### src/rtl/clkmgr_root_gate_req.sv
// Requester side of the root clock-gate handshake with idle hysteresis and ack timeout.
// Optional CLKMGR_ROOT_GATE_REQ_STATS_EN adds gate_cnt_o, a saturating count of completed enables.
module clkmgr_root_gate_req #(
  parameter int unsigned IdleCycles    = 8,
  parameter int unsigned TimeoutCycles = 64,
  parameter int unsigned SyncStages    = 2
) (
  input  logic        clk_i,
  input  logic        rst_ni,
  input  logic        sw_en_i,
  input  logic        idle_i,
  input  logic        en_fb_i,
  output logic        async_en_o,
  output logic        status_o,
  output logic        busy_o,
  output logic        err_timeout_o
`ifdef CLKMGR_ROOT_GATE_REQ_STATS_EN
  ,
  output logic [15:0] gate_cnt_o
`endif
);

  localparam int unsigned IdleW = $clog2(IdleCycles + 1);
  localparam int unsigned ToW   = $clog2(TimeoutCycles + 1);
  localparam logic [IdleW-1:0] IdleLast = IdleW'(IdleCycles - 1);
  localparam logic [ToW-1:0]   ToLast   = ToW'(TimeoutCycles - 1);

  // Sparse encoding so corrupted state bits land on decodable invalid values.
  typedef enum logic [2:0] {
    StOff     = 3'b000,
    StWaitOn  = 3'b011,
    StOn      = 3'b101,
    StWaitOff = 3'b110
  } state_e;

  state_e                   state_q, state_d;
  logic [SyncStages-1:0]    fb_sync_q;
  logic                     fb_s;
  logic [IdleW-1:0]         idle_cnt_q, idle_cnt_d;
  logic [ToW-1:0]           to_cnt_q, to_cnt_d;
  logic                     async_en_q, async_en_d;
  logic                     err_q, err_d;
  logic                     on_done;

  function automatic logic [IdleW-1:0] idle_sat_inc(input logic [IdleW-1:0] v);
    return (v == {IdleW{1'b1}}) ? v : v + IdleW'(1);
  endfunction

  // Feedback synchronizer
  always_ff @(posedge clk_i or negedge rst_ni) begin
    if (!rst_ni) begin
      fb_sync_q <= '0;
    end else begin
      fb_sync_q <= {fb_sync_q[SyncStages-2:0], en_fb_i};
    end
  end

  assign fb_s = fb_sync_q[SyncStages-1];

  // Next-state, counter and output decode
  always_comb begin
    state_d    = state_q;
    idle_cnt_d = '0;
    to_cnt_d   = '0;
    err_d      = 1'b0;
    on_done    = 1'b0;
    case (state_q)
      StOff: begin
        if (sw_en_i) state_d = StWaitOn;
      end
      StWaitOn: begin
        if (fb_s) begin
          state_d = StOn;
          on_done = 1'b1;
        end else if (to_cnt_q == ToLast) begin
          err_d = 1'b1;
        end else begin
          to_cnt_d = to_cnt_q + ToW'(1);
        end
      end
      StOn: begin
        if (!sw_en_i && idle_i) begin
          if (idle_cnt_q == IdleLast) state_d = StWaitOff;
          else                        idle_cnt_d = idle_sat_inc(idle_cnt_q);
        end
      end
      StWaitOff: begin
        if (!fb_s) begin
          state_d = StOff;
        end else if (to_cnt_q == ToLast) begin
          err_d = 1'b1;
        end else begin
          to_cnt_d = to_cnt_q + ToW'(1);
        end
      end
      default: begin
        state_d = StOff;
        err_d   = 1'b1;
      end
    endcase
  end

  // Enable request follows the state one cycle late, so it never glitches on decode.
  assign async_en_d = (state_q == StWaitOn) || (state_q == StOn);

  // State and output registers
  always_ff @(posedge clk_i or negedge rst_ni) begin
    if (!rst_ni) begin
      state_q    <= StOff;
      idle_cnt_q <= '0;
      to_cnt_q   <= '0;
      async_en_q <= 1'b0;
      err_q      <= 1'b0;
    end else begin
      state_q    <= state_d;
      idle_cnt_q <= idle_cnt_d;
      to_cnt_q   <= to_cnt_d;
      async_en_q <= async_en_d;
      err_q      <= err_d;
    end
  end

  assign async_en_o    = async_en_q;
  assign status_o      = fb_s;
  assign busy_o        = (state_q == StWaitOn) || (state_q == StWaitOff);
  assign err_timeout_o = err_q;

`ifdef CLKMGR_ROOT_GATE_REQ_STATS_EN
  logic [15:0] gate_cnt_q;

  function automatic logic [15:0] cnt16_sat_inc(input logic [15:0] v);
    return (v == 16'hFFFF) ? v : v + 16'd1;
  endfunction

  always_ff @(posedge clk_i or negedge rst_ni) begin
    if (!rst_ni)      gate_cnt_q <= '0;
    else if (on_done) gate_cnt_q <= cnt16_sat_inc(gate_cnt_q);
  end

  assign gate_cnt_o = gate_cnt_q;
`else
  logic unused_on_done;
  assign unused_on_done = on_done;
`endif

endmodule

### config.mk
export PLATFORM = sky130hd
export DESIGN_NAME = clkmgr_root_gate_req
export DESIGN_NICKNAME = d
export VERILOG_FILES = /design/src/rtl/clkmgr_root_gate_req.sv
export SDC_FILE = /design/constraint.sdc
export NUM_CORES = 1
export LEC_CHECK = 0
export CAP_MARGIN = 15
export CORE_MARGIN = 10
export CORE_UTILIZATION = 35
export CTS_CLUSTER_DIAMETER = 80
export DETAILED_ROUTE_END_ITERATION = 10
export GPL_TIMING_DRIVEN = 0
export PLACE_DENSITY_LB_ADDON = 0.05
export SYNTH_ARGS = -nofsm -noshare
export SYNTH_HDL_FRONTEND = slang
export SYNTH_SLANG_ARGS = --single-unit
### constraint.sdc
create_clock -name clk_i -period 1.5 [get_ports clk_i]
set_input_delay 0.15 -clock clk_i [delete_from_list [all_inputs] [get_ports clk_i]]
set_output_delay 0.15 -clock clk_i [all_outputs]
set_load 0.02 [all_outputs]
### Word-level counts from Yosys, hierarchy flattened

Cells that the tools add are included.
W data, S select, Z words.

* flip-flop bits (word level): 18
* output and inout port bits: 4
* logic and storage cells: 45

* add/subtract/negate cells: 2
* equality and inequality tests: 12
* mux-type cells: 18
* reductions and logical operators: 7

Operators with widths (number)
* $mux W7: 3
* $mux W4: 4
* $mux W3: 5
* $pmux W7 S2: 1
* $pmux W3 S4: 1
* $ne A2 B2 Y1 const B: 5
* $add A7 B1 Y7 const B: 1
* $eq A7 B6 Y1 const B: 1
* $eq A3 B3 Y1 const B: 2
* $reduce_and A5 Y1: 1
* $add A4 B1 Y4 const B: 1
* $eq A4 B3 Y1 const B: 1
* $eq A4 B4 Y1 const B: 1
* $ne A4 B4 Y1 const B: 1
* $eq A3 B2 Y1 const B: 1
* $logic_not A3 Y1: 1
* $mux W1: 3
* $pmux W1 S3: 1
* $logic_or A1 B1 Y1: 2
* $reduce_or A2 Y1: 1
* $logic_and A1 B1 Y1: 1
* $logic_not A1 Y1: 1

### Longest topological paths before layout

Gate-level depths: netlist of run 1.

* word-level depth: 5
* depth in mapped cells: 4
* depth with buffers taken out: 4

### Least setup slack after synthesis of run 1

Ideal clock, no wire load.

* path kind: flip-flop to flip-flop
* from: register state_q[1]
* to: register state_q[1]
* arrival: 1.248 ns
* data required time: 1.418 ns
* path slack: 0.170 ns
* stages on the path, launching flop included: 5
* buffers on the path: 1
* cells stage by stage: dfrtp_1 -> buf_6 -> nand2b_4 -> or4_1 -> a31oi_1

* word-level cells in the longest chain between the ends: 3
* elaborated cells between the ends (all ways): 11

RTL lines
* start, declared: RTL line 36 `state_e state_q, state_d;`
* start signal, assigned: RTL line 109 `state_q <= StOff;`
* start signal, assigned: RTL line 115 `state_q <= state_d;`
* $eq A3 B3 Y1, or another cell as far along: RTL line 67 `case (state_q)`
* $ne A2 B2 Y1 (no source line)
* $reduce_and A5 Y1 (no source line)

Several ways; a longest one is shown, not always the timed one.
A chain may end at the register's enable or synchronous reset.

### Worst setup path in the final report of run 1

* from: register state_q[0]
* to: output busy_o

* word-level cells in the longest chain between the ends: 2
* elaborated cells between the ends (all ways): 3

RTL lines
* $eq A3 B2 Y1 / $eq A3 B3 Y1 (equally long branches): RTL line 125 `assign busy_o = (state_q == StWaitOn) || (state_q == StWaitOff);`
* $logic_or A1 B1 Y1 *: RTL line 125
* end, declared: RTL line 15 `output logic busy_o,`

Mark *: on every way between the ends. The rest lies on a longest branch, timed or not.

==> results of run 1 <==
## synthesized netlist by cell type
cell / number
and2b_2: 1
buf_6: 3
nand3b_1: 1
a311oi_1: 1
nand2_1: 3
o21ai_0: 3
nand4b_1: 2
nor3_1: 4
or3_1: 2
and2_1: 1
or2b_1: 1
nand2b_1: 1
or4_1: 1
a31oi_1: 3
inv_1: 2
nor3b_1: 2
dfrtp_1: 18
o21ai_2: 1
o22ai_1: 1
xor2_1: 5
nor2_1: 9
ha_1: 2
nand2b_4: 1
and2_2: 1
nand3_1: 3
a21oi_1: 2
xnor2_1: 1
nand4_1: 1
mux2i_1: 1
and3b_1: 1
a211oi_1: 1
o311ai_0: 1
## cell type report
cell class	count	share of cell area
flip-flops and latches	18	0.432
multi-input cells	57	0.375
repair buffers	11	0.0984
well taps	28	0.0336
plain buffers	3	0.0324
clock buffers	3	0.0216
inverters	2	0.00720
## registers in the layout, indices dropped and copies added (netlist names)
signal / flops
state_q: 3
fb_sync_q: 2
to_cnt_q: 7
idle_cnt_q: 4
err_timeout_o: 1
async_en_o: 1
## metrics by stage
| step | total power [mW] | std cells | utilization |
|---|---|---|---|
| after global placement | 1.14 | 116 | 0.428 |
| after global routing | 1.52 | 122 | 0.454 |
| final | 1.42 | 122 | 0.454 |
| after floorplan | 0.979 | 80 | - |
| after detailed placement | 1.13 | 116 | 0.428 |
| after CTS | 1.37 | 119 | 0.435 |
## kinds of logic (layout without fill, tap and decap cells)
family | after synthesis | count (layout) | share of synthesized area
and+or+nand+nor | 35 | 35 | 0.236
DFF | 18 | 18 | 0.519
AOI/OAI and AO/OA | 13 | 13 | 0.0966
xor gates and xnor gates | 6 | 6 | 0.0605
buffers and inverters | 5 | 19 | 0.0476
adders and majority gates | 2 | 2 | 0.0288
muxes | 1 | 1 | 0.0115
## power groups by stage
stage	clock, mW	combinational (mW)	sequential (mW)
floorplan	0	0.342	0.637
global placement	0	0.532	0.608
detailed placement	0	0.527	0.607
finish	0.236	0.585	0.598
CTS	0.252	0.519	0.597
global route	0.274	0.643	0.608
## layer usage
layer / share of wire / global-route usage
met3: 0.043 / 0.0214
met2: 0.47 / 0.0989
met5: 0 / 0
met1: 0.48 / 0.0842
met4: 0.0064 / 0.0391
## how the worst max path moves through the flow
stage | startpoint | end | slack (ns) | cells past startpoint
final | state_q[0] | busy_o | 0.07 | 4
after global routing | to_cnt_q[0] | to_cnt_q[5] | 0.009 | 4
after CTS | state_q[0] | busy_o | -0.006 | 4
after detailed placement | idle_i | state_q[1] | -0.10 | 4
after global placement | idle_i | state_q[1] | -0.08 | 4
after floorplan | state_q[1] | state_q[1] | 0.17 | 4
## what timing repair did
action / in CTS / in global routing
setup endpoints to repair: 2 / 2
resized for setup: 5 / 5
hold buffers: 0 / 0
setup buffers: 0 / 3
endpoints found under the hold margin: 0 / 0
==> results by group, run 1 <==
Global routing
  • Initial antenna violation count: 0
  • GRT Resource Usage Total: 0.0677
  • Pin count of the biggest net entering global routing: 19
  • Vias in the first global route: roughly 620
  • Overflow after GRT: 0
  • First-pass GRT wire length: around 2800 um

Die
  • Initial Util: 0.378
  • Die area: about 4900 um2
  • Chip width: 69.8 um
  • # IOs: 9
  • Rows: 17
  • Die height: ~70 um
  • CORE AREA: about 2300 um2

CTS
  • Root Driver: clkbuf_4
  • H-tree depth: 1
  • Worst-case clock buffer depth: 2
  • CTS sink cnt: 18
  • Num CTS Buffers: 3
  • Clock latency on the worst-skew pair: between 0.2 and 0.3 ns
  • Clock Pin Slew Worst Setup and Hold Paths: about 0.1 ns
  • CTS tree: yes

Worst setup path
  • Flop2flop setup slack: roughly 0.080 ns
  • Reg2Reg Depth: 4
  • CP arrival: between 1 and 1.5 ns
  • Worst Path Buf+Inv: 2
  • Worst-path cell chain: buf_6 > xor2_1 > and2_4 > buf_6
  • CP required: between 1 and 1.5 ns
  • Delay-heaviest family, CP: flip-flops
  • WS Path Type: reg -> out
  • RR Startpoint: state_q[1]
  • Reg2reg end: state_q[1]
  • CP most frequent cell: buf_6
  • Setup crit end kind: output pin
  • Slowest cell on crit path: dfrtp_1
  • Crit Path Max Fanout: 6
  • CP peak stage delay: roughly 0.43 ns
  • Crit start category: flip-flop

Min path
  • WHS Path Cells: 1
  • Min-Delay Path Class: in -> reg
  • Hold Path End: fb_sync_q[0]
  • Worst min-delay path startpoint: en_fb_i

Finish
  • Commonest non-fill, non-tap cell in the layout: dfrtp_1
  • Filler cell count: ~240
  • Share of post-route cells with drive strength above 1: 0.160
  • N_diodes: 0
  • Register Area: about 450 um2
  • Most frequent cells in the layout: dfrtp_1, nor2_1, clkdlybuf4s50_1, xor2_1
  • Area occupied by multi-input gates: 390 um2
  • P&R area growth vs syn: 20.0%
  • Nets: roughly 100
  • Post-route cell area: ~1000 um2

STA
  • Final Skew: around 0.0018 ns
  • Post-layout minimum cycle time: about 1.4 ns
  • Sum Neg Setup Slack: 0 ns
  • Unrepaired setup endpoints after global routing: false
  • # setup viols final: 0
  • Fmax: 701 MHz
  • Part of the cycle the worst path needs: 0.952
  • Final hold vios: 0
  • Slew HR: 0.466
  • Max Transition Viols Final: 0
  • Final hold slack: 0.289 ns
  • Setup ws final: slightly above 0.07 ns
  • Worst-margin pin slew: 0.798 ns

Logic synthesis
  • Yosys top cell area share: 0.519
  • Synthesized cell area: slightly below 900 um2
  • Sequential element share of the synthesized area: 0.519
  • Synth Net Count: 87
  • Synth Instances: 80
  • Netlist cell types: 32
  • Yosys top cell by area: dfrtp_1
  • Post-synthesis register bit count: 18
  • Top cells by area, synth: dfrtp_1, xor2_1, nor2_1, buf_6, ha_1
  • Yosys Warn Count: 0
  • Mean Syn Cell Area: 10.9 um2

Pwr
  • PwrDens: ~1400 nW/um2
  • Sw Pwr: 0.460 mW
  • Combinational share of power: 0.412
  • Switching part of the total: 0.324
  • Clk pwr share: 0.166
  • Worst vdd ir: about 0.54 mV
  • Internal power: 0.959 mW
  • Sequential Power Share: 0.421
  • Leak Pwr: 0.448 nW

Placement
  • Area post-placement: around 1000 um2
  • Post-DP HPWL: about 1100 um
  • Setup WS pre-CTS: -0.101 ns
  • Buffers added on ports: 8
  • GPL Wtd Cong: 0.732

Run status
  • Status: finished clean

Drt
  • Post-DR vias/cell: ~5
  • Vias post-DR: around 610
  • First-pass DRT Iterations: 4
  • Routed wire per std cell: about 13 um
  • Routed Antenna Nets: 0
  • DRC: 0
  • Routed wire length: between 1500 and 2000 um
  • Starting DRT DRC Count: 87

Job
  • Max Cap Viol: 0
Power figures use the tool's default switching activity.
==> run 2, diff against run 1 <==
- ABC_CLOCK_PERIOD_IN_PS: not set -> 1500
- CTS_BUF_LIST: not set -> sky130_fd_sc_hd__clkbuf_8
==> run 2 against run 1 <==
  * Count of clock-buffer cells in the layout is the same
  * Fmax shrank 0.39%
  * Critical endpoint unchanged
  * Clock skew shrank 0.00090 ns
==> results by group, run 2 (synthesis results as in run 1) <==
Pwr
  • Overall power: between 1 and 1.5 mW
  • Leak Pwr: 0.447 nW
  • PwrDens: around 1400 nW/um2
  • Worst vdd ir: around 0.6 mV

Drt
  • Routed wire per std cell: around 13 um
  • Routed Antenna Nets: 0
  • Post-DR vias/cell: about 5.0
  • First-pass DRT Iterations: 4
  • Starting DRT DRC Count: 57
  • Vias post-DR: 596
  • DRC: 0
  • Routed wire length: 1540 um

Die
  • Die height: about 70 um
  • # IOs: 9
  • CORE AREA: 2300 um2
  • Initial Util: 0.378
  • Chip width: about 70 um
  • Rows: 17
  • Die area: a little under 5000 um2

Global routing
  • GR Layer Usage met1: 0.0850
  • Initial antenna violation count: 0
  • Met2 Use GR: 0.0979
  • Overflow after GRT: 0
  • Vias in the first global route: a little over 600
  • First-pass GRT wire length: around 2800 um
  • Pin count of the biggest net entering global routing: 19
  • GRT Resource Usage Total: 0.0685
  • GRT Max-Usage Layer: met2
  • Global-route met3 utilization: 0.0257

CTS
  • Post-CTS setup buffers: 0
  • Hold Buf Count CTS: 0
  • CTS tree: yes
  • Root Driver: clkbuf_8
  • Worst-case clock buffer depth: 2
  • Clock Pin Slew Worst Setup and Hold Paths: roughly 0.060 ns
  • H-tree depth: 1
  • Clock latency on the worst-skew pair: between 0.2 and 0.3 ns
  • Num CTS Buffers: 3
  • CTS sink cnt: 18

Worst setup path
  • CP peak stage delay: approximately 0.42 ns
  • Delay-heaviest family, CP: flip-flops
  • CP required: ~1.4 ns
  • Worst-path cell chain: buf_6 > xor2_1 > and2_2 > buf_2
  • Slowest cell on crit path: dfrtp_1
  • CP arrival: between 1 and 1.5 ns
  • WS Path Type: reg -> out
  • Worst Path Buf+Inv: 2
  • Setup crit end kind: output pin
  • Crit Path Max Fanout: 10
  • Crit start category: flip-flop

STA
  • Fmax: between 600 and 700 MHz
  • Final Skew: 0.000888 ns
  • Sum Neg Setup Slack: 0 ns
  • Part of the cycle the worst path needs: 0.955
  • Worst-margin pin slew: ~0.80 ns
  • Slew HR: 0.463
  • # setup viols final: 0
  • Post-layout minimum cycle time: roughly 1.4 ns
  • Final hold slack: 0.336 ns
  • Unrepaired setup endpoints after global routing: false
  • Max Transition Viols Final: 0
  • Setup ws final: around 0.067 ns
  • Final hold vios: 0

Job
  • Max Cap Viol: 0

Placement
  • Setup WS pre-CTS: -0.101 ns
  • GPL Wtd Cong: 0.732
  • Buffers added on ports: 8
  • Post-DP HPWL: 1090 um

Finish
  • Most frequent cells in the layout: dfrtp_1, nor2_1, clkdlybuf4s50_1, xor2_1, nor3_1
  • P&R area growth vs syn: 18.0%
  • Share of post-route cells with drive strength above 1: 0.132
  • Final Core Density: 0.446
  • Largest Register: to_cnt_q
  • Commonest non-fill, non-tap cell in the layout: dfrtp_1
  • Top flop regs: to_cnt_q: 7 flops, idle_cnt_q: 4 flops, state_q: 3 flops
  • Max reg flops: 7
  • N_diodes: 0
  • Nets: 100

Run status
  • Status: finished clean

Min path
  • Min-Delay Path Class: in -> reg
-- run 2: worst paths after layout --
| path | slack (ns) | from | endpoint | cells past startpoint |
|---|---|---|---|---|
| setup / recovery | 0.07 | state_q[0] | busy_o | 4 |
| setup reg to reg | 0.09 | state_q[1] | state_q[1] | 4 |
| max in group asynchronous | 0.64 | rst_ni | to_cnt_q[3] | 1 |
| hold reg to reg | 0.35 | fb_sync_q[0] | fb_sync_q[1] | 0 |
| min in group asynchronous | 0.37 | rst_ni | state_q[1] | 1 |
| hold / removal | 0.34 | en_fb_i | fb_sync_q[0] | 1 |
-- run 2: report_power, final --
part / internal (mW) / switching, mW
combinational: 0.252 / 0.258
clock: 0.178 / 0.151
sequential: 0.556 / 0.0413
total: 0.986 / 0.450
-- run 2: per-stage QoR --
step	instance area (um2)	instances
after floorplan	868	80
after global placement	983	116
after detailed placement	983	116
after CTS	1020	119
after global routing	1020	119
final	1020	119
-- run 2: cell type report --
type	count	area (um2)
clock buffer	3	41.3
multi-input combinational	57	379
buffer	3	33.8
timing repair buffer	8	77.6
tap	28	35.0
fill	232	1270
inverter	2	7.51
sequential	18	450
-- run 2: what timing repair did --
| item | CTS | global route |
|---|---|---|
| gates cloned | 0 | 0 |
| gates resized for setup | 4 | 2 |
| setup endpoints to repair | 1 | 2 |
-- run 2: routing by layer --
layer  part of all wire  vias to the layer above
met4             0.0065                        0
met5                  0                        -
li1                   -                      306
met1               0.50                      277
met3              0.041                        2
met2               0.45                       11
==> run 3, diff against run 2 <==
- CORE_MARGIN: 10 -> 3
==> run 3 against run 2 <==
  * First-iteration DRC count shrank 86%
  * Critical endpoint is now state_q[1]
  * Critical path type is now reg -> reg
  * Core utilization rose by 0.75 points
  * Setup slack gained 0.017 ns
  * Flip-flop and latch count did not move
  * Design area up 0.73%
  * Worst hold slack gained 0.0053 ns
==> results by group, run 3 (synthesis results as in run 1) <==
CTS
  • CTS sink cnt: 18
  • H-tree depth: 1
  • CTS tree: yes
  • Worst-case clock buffer depth: 2
  • Clock Pin Slew Worst Setup and Hold Paths: roughly 0.07 ns
  • Hold Buf Count CTS: 0
  • Root Driver: clkbuf_8
  • Clock latency on the worst-skew pair: between 0.2 and 0.3 ns
  • Num CTS Buffers: 3

Die
  • CORE AREA: 2280 um2
  • Chip width: around 56 um
  • Die area: between 3000 and 4000 um2
  • Die height: 55.8 um
  • Initial Util: 0.382
  • # IOs: 9
  • Rows: 17

Finish
  • P&R area growth vs syn: 18.9%
  • Filler cell count: 210
  • Nets: around 100
  • Commonest non-fill, non-tap cell in the layout: dfrtp_1
  • Area occupied by multi-input gates: approximately 380 um2
  • Largest Register: to_cnt_q
  • Post-route cell area: 1030 um2
  • Max reg flops: 7
  • Most frequent cells in the layout: dfrtp_1, nor2_1, clkdlybuf4s50_1, xor2_1, nor3_1
  • Top flop regs: to_cnt_q: 7 flops, idle_cnt_q: 4 flops, state_q: 3 flops
  • Register Area: 450 um2
  • N_diodes: 0
  • Share of post-route cells with drive strength above 1: 0.141

Pwr
  • Worst vdd ir: around 0.95 mV
  • PwrDens: around 1400 nW/um2
  • Leak Pwr: between 0.4 and 0.5 nW

STA
  • Setup ws final: between 0.08 and 0.09 ns
  • Unrepaired setup endpoints after global routing: false
  • Max Transition Viols Final: 0
  • Final Skew: between 0.005 and 0.006 ns
  • # setup viols final: 0
  • Slew HR: 0.469
  • Post-layout minimum cycle time: 1.42 ns
  • Part of the cycle the worst path needs: 0.944
  • Final hold slack: approximately 0.34 ns
  • Worst-margin pin slew: approximately 0.79 ns
  • Fmax: ~700 MHz
  • Final hold vios: 0

Worst setup path
  • WS Path Type: reg -> reg
  • Worst Path Buf+Inv: 1
  • CP peak stage delay: approximately 0.50 ns
  • Slowest cell on crit path: or4_1
  • Setup crit end kind: flip-flop
  • Crit Path Max Fanout: 10
  • CP required: 1.67 ns
  • CP arrival: 1.59 ns
  • Delay-heaviest family, CP: simple AND/OR/NAND/NOR gates
  • Worst-path cell chain: buf_6 > nand2b_4 > or4_1 > a31oi_1
  • Crit start category: flip-flop

Drt
  • Starting DRT DRC Count: 8
  • Vias post-DR: a little under 600
  • Routed wire length: 1450 um
  • DRC: 0
  • Routed Antenna Nets: 0
  • Routed wire per std cell: roughly 12 um
  • Post-DR vias/cell: ~5.0
  • First-pass DRT Iterations: 2

Placement
  • Post-DP HPWL: roughly 990 um
  • GPL Wtd Cong: about 0.78
  • Buffers added on ports: 8
  • Area post-placement: approximately 980 um2
  • Setup WS pre-CTS: -0.112 ns

Global routing
  • GRT Resource Usage Total: 0.0987
  • Initial antenna violation count: 0
  • Overflow after GRT: 0
  • First-pass GRT wire length: around 2400 um
  • Vias in the first global route: ~520
  • Pin count of the biggest net entering global routing: 19

Run status
  • Status: finished clean

Min path
  • Min-Delay Path Class: in -> reg

Job
  • Max Cap Viol: 0
==> run 3: cell type report <==
| cell class | instances | share of cell area |
|---|---|---|
| buffer | 3 | 0.0327 |
| clock buffer | 3 | 0.0400 |
| timing repair buffer | 9 | 0.0824 |
| sequential | 18 | 0.436 |
| tap | 28 | 0.0339 |
| multi-input combinational | 57 | 0.367 |
| inverter | 2 | 0.00727 |
==> run 3: report_power, final <==
group          switching (mW)  total (mW)  internal [mW]  leakage [nW]
registers              0.0332       0.589          0.556         0.240
clock network           0.153       0.332          0.178        0.0216
logic                   0.266       0.531          0.265         0.190
==> run 3: what timing repair did <==
item | in CTS | in global routing
setup endpoints to repair | 1 | 2
gates resized for setup | 4 | 2
buffers inserted | 1 | 0
==> run 3: path summary, 6_finish.rpt <==
path | from | cells after the start | slack [ns] | endpoint
max | state_q[1] | 4 | 0.08 | state_q[1]
min | en_fb_i | 1 | 0.34 | fb_sync_q[0]
max reg2reg | state_q[1] | 4 | 0.08 | state_q[1]
min reg2reg | fb_sync_q[0] | 0 | 0.35 | fb_sync_q[1]
max in group asynchronous | rst_ni | 1 | 0.64 | to_cnt_q[0]
min in group asynchronous | rst_ni | 1 | 0.36 | state_q[1]
==> run 3: worst register-to-register path: cells and delay by family, from the launching register on <==
| family | cells | cell delay [ns] |
|---|---|---|
| AND/OR/NAND/NOR | 2 | 0.64 |
| buffers and inverters | 1 | 0.14 |
| AO/OA/AOI/OAI | 1 | 0.18 |
| flip-flops | 1 | 0.38 |
==> run 3: per-layer routing <==
metal  vias to the layer above  routed length [um]  GRT usage
li1                        310                   -          -
met5                         -                   0          0
met2                         9                 620      0.144
met3                         2                  69     0.0464
met1                       275                 749      0.130
met4                         0                  12     0.0305
==> run 3: through the flow <==
step / TNS, ns / std cells / total power [mW] / util
floorplan: 0 / 80 / 0.979 / -
global placement: -0.148 / 116 / 1.13 / 0.432
detailed placement: -0.170 / 116 / 1.13 / 0.432
CTS: 0 / 120 / 1.48 / 0.451
global route: 0 / 120 / 1.55 / 0.454
finish: 0 / 120 / 1.45 / 0.454
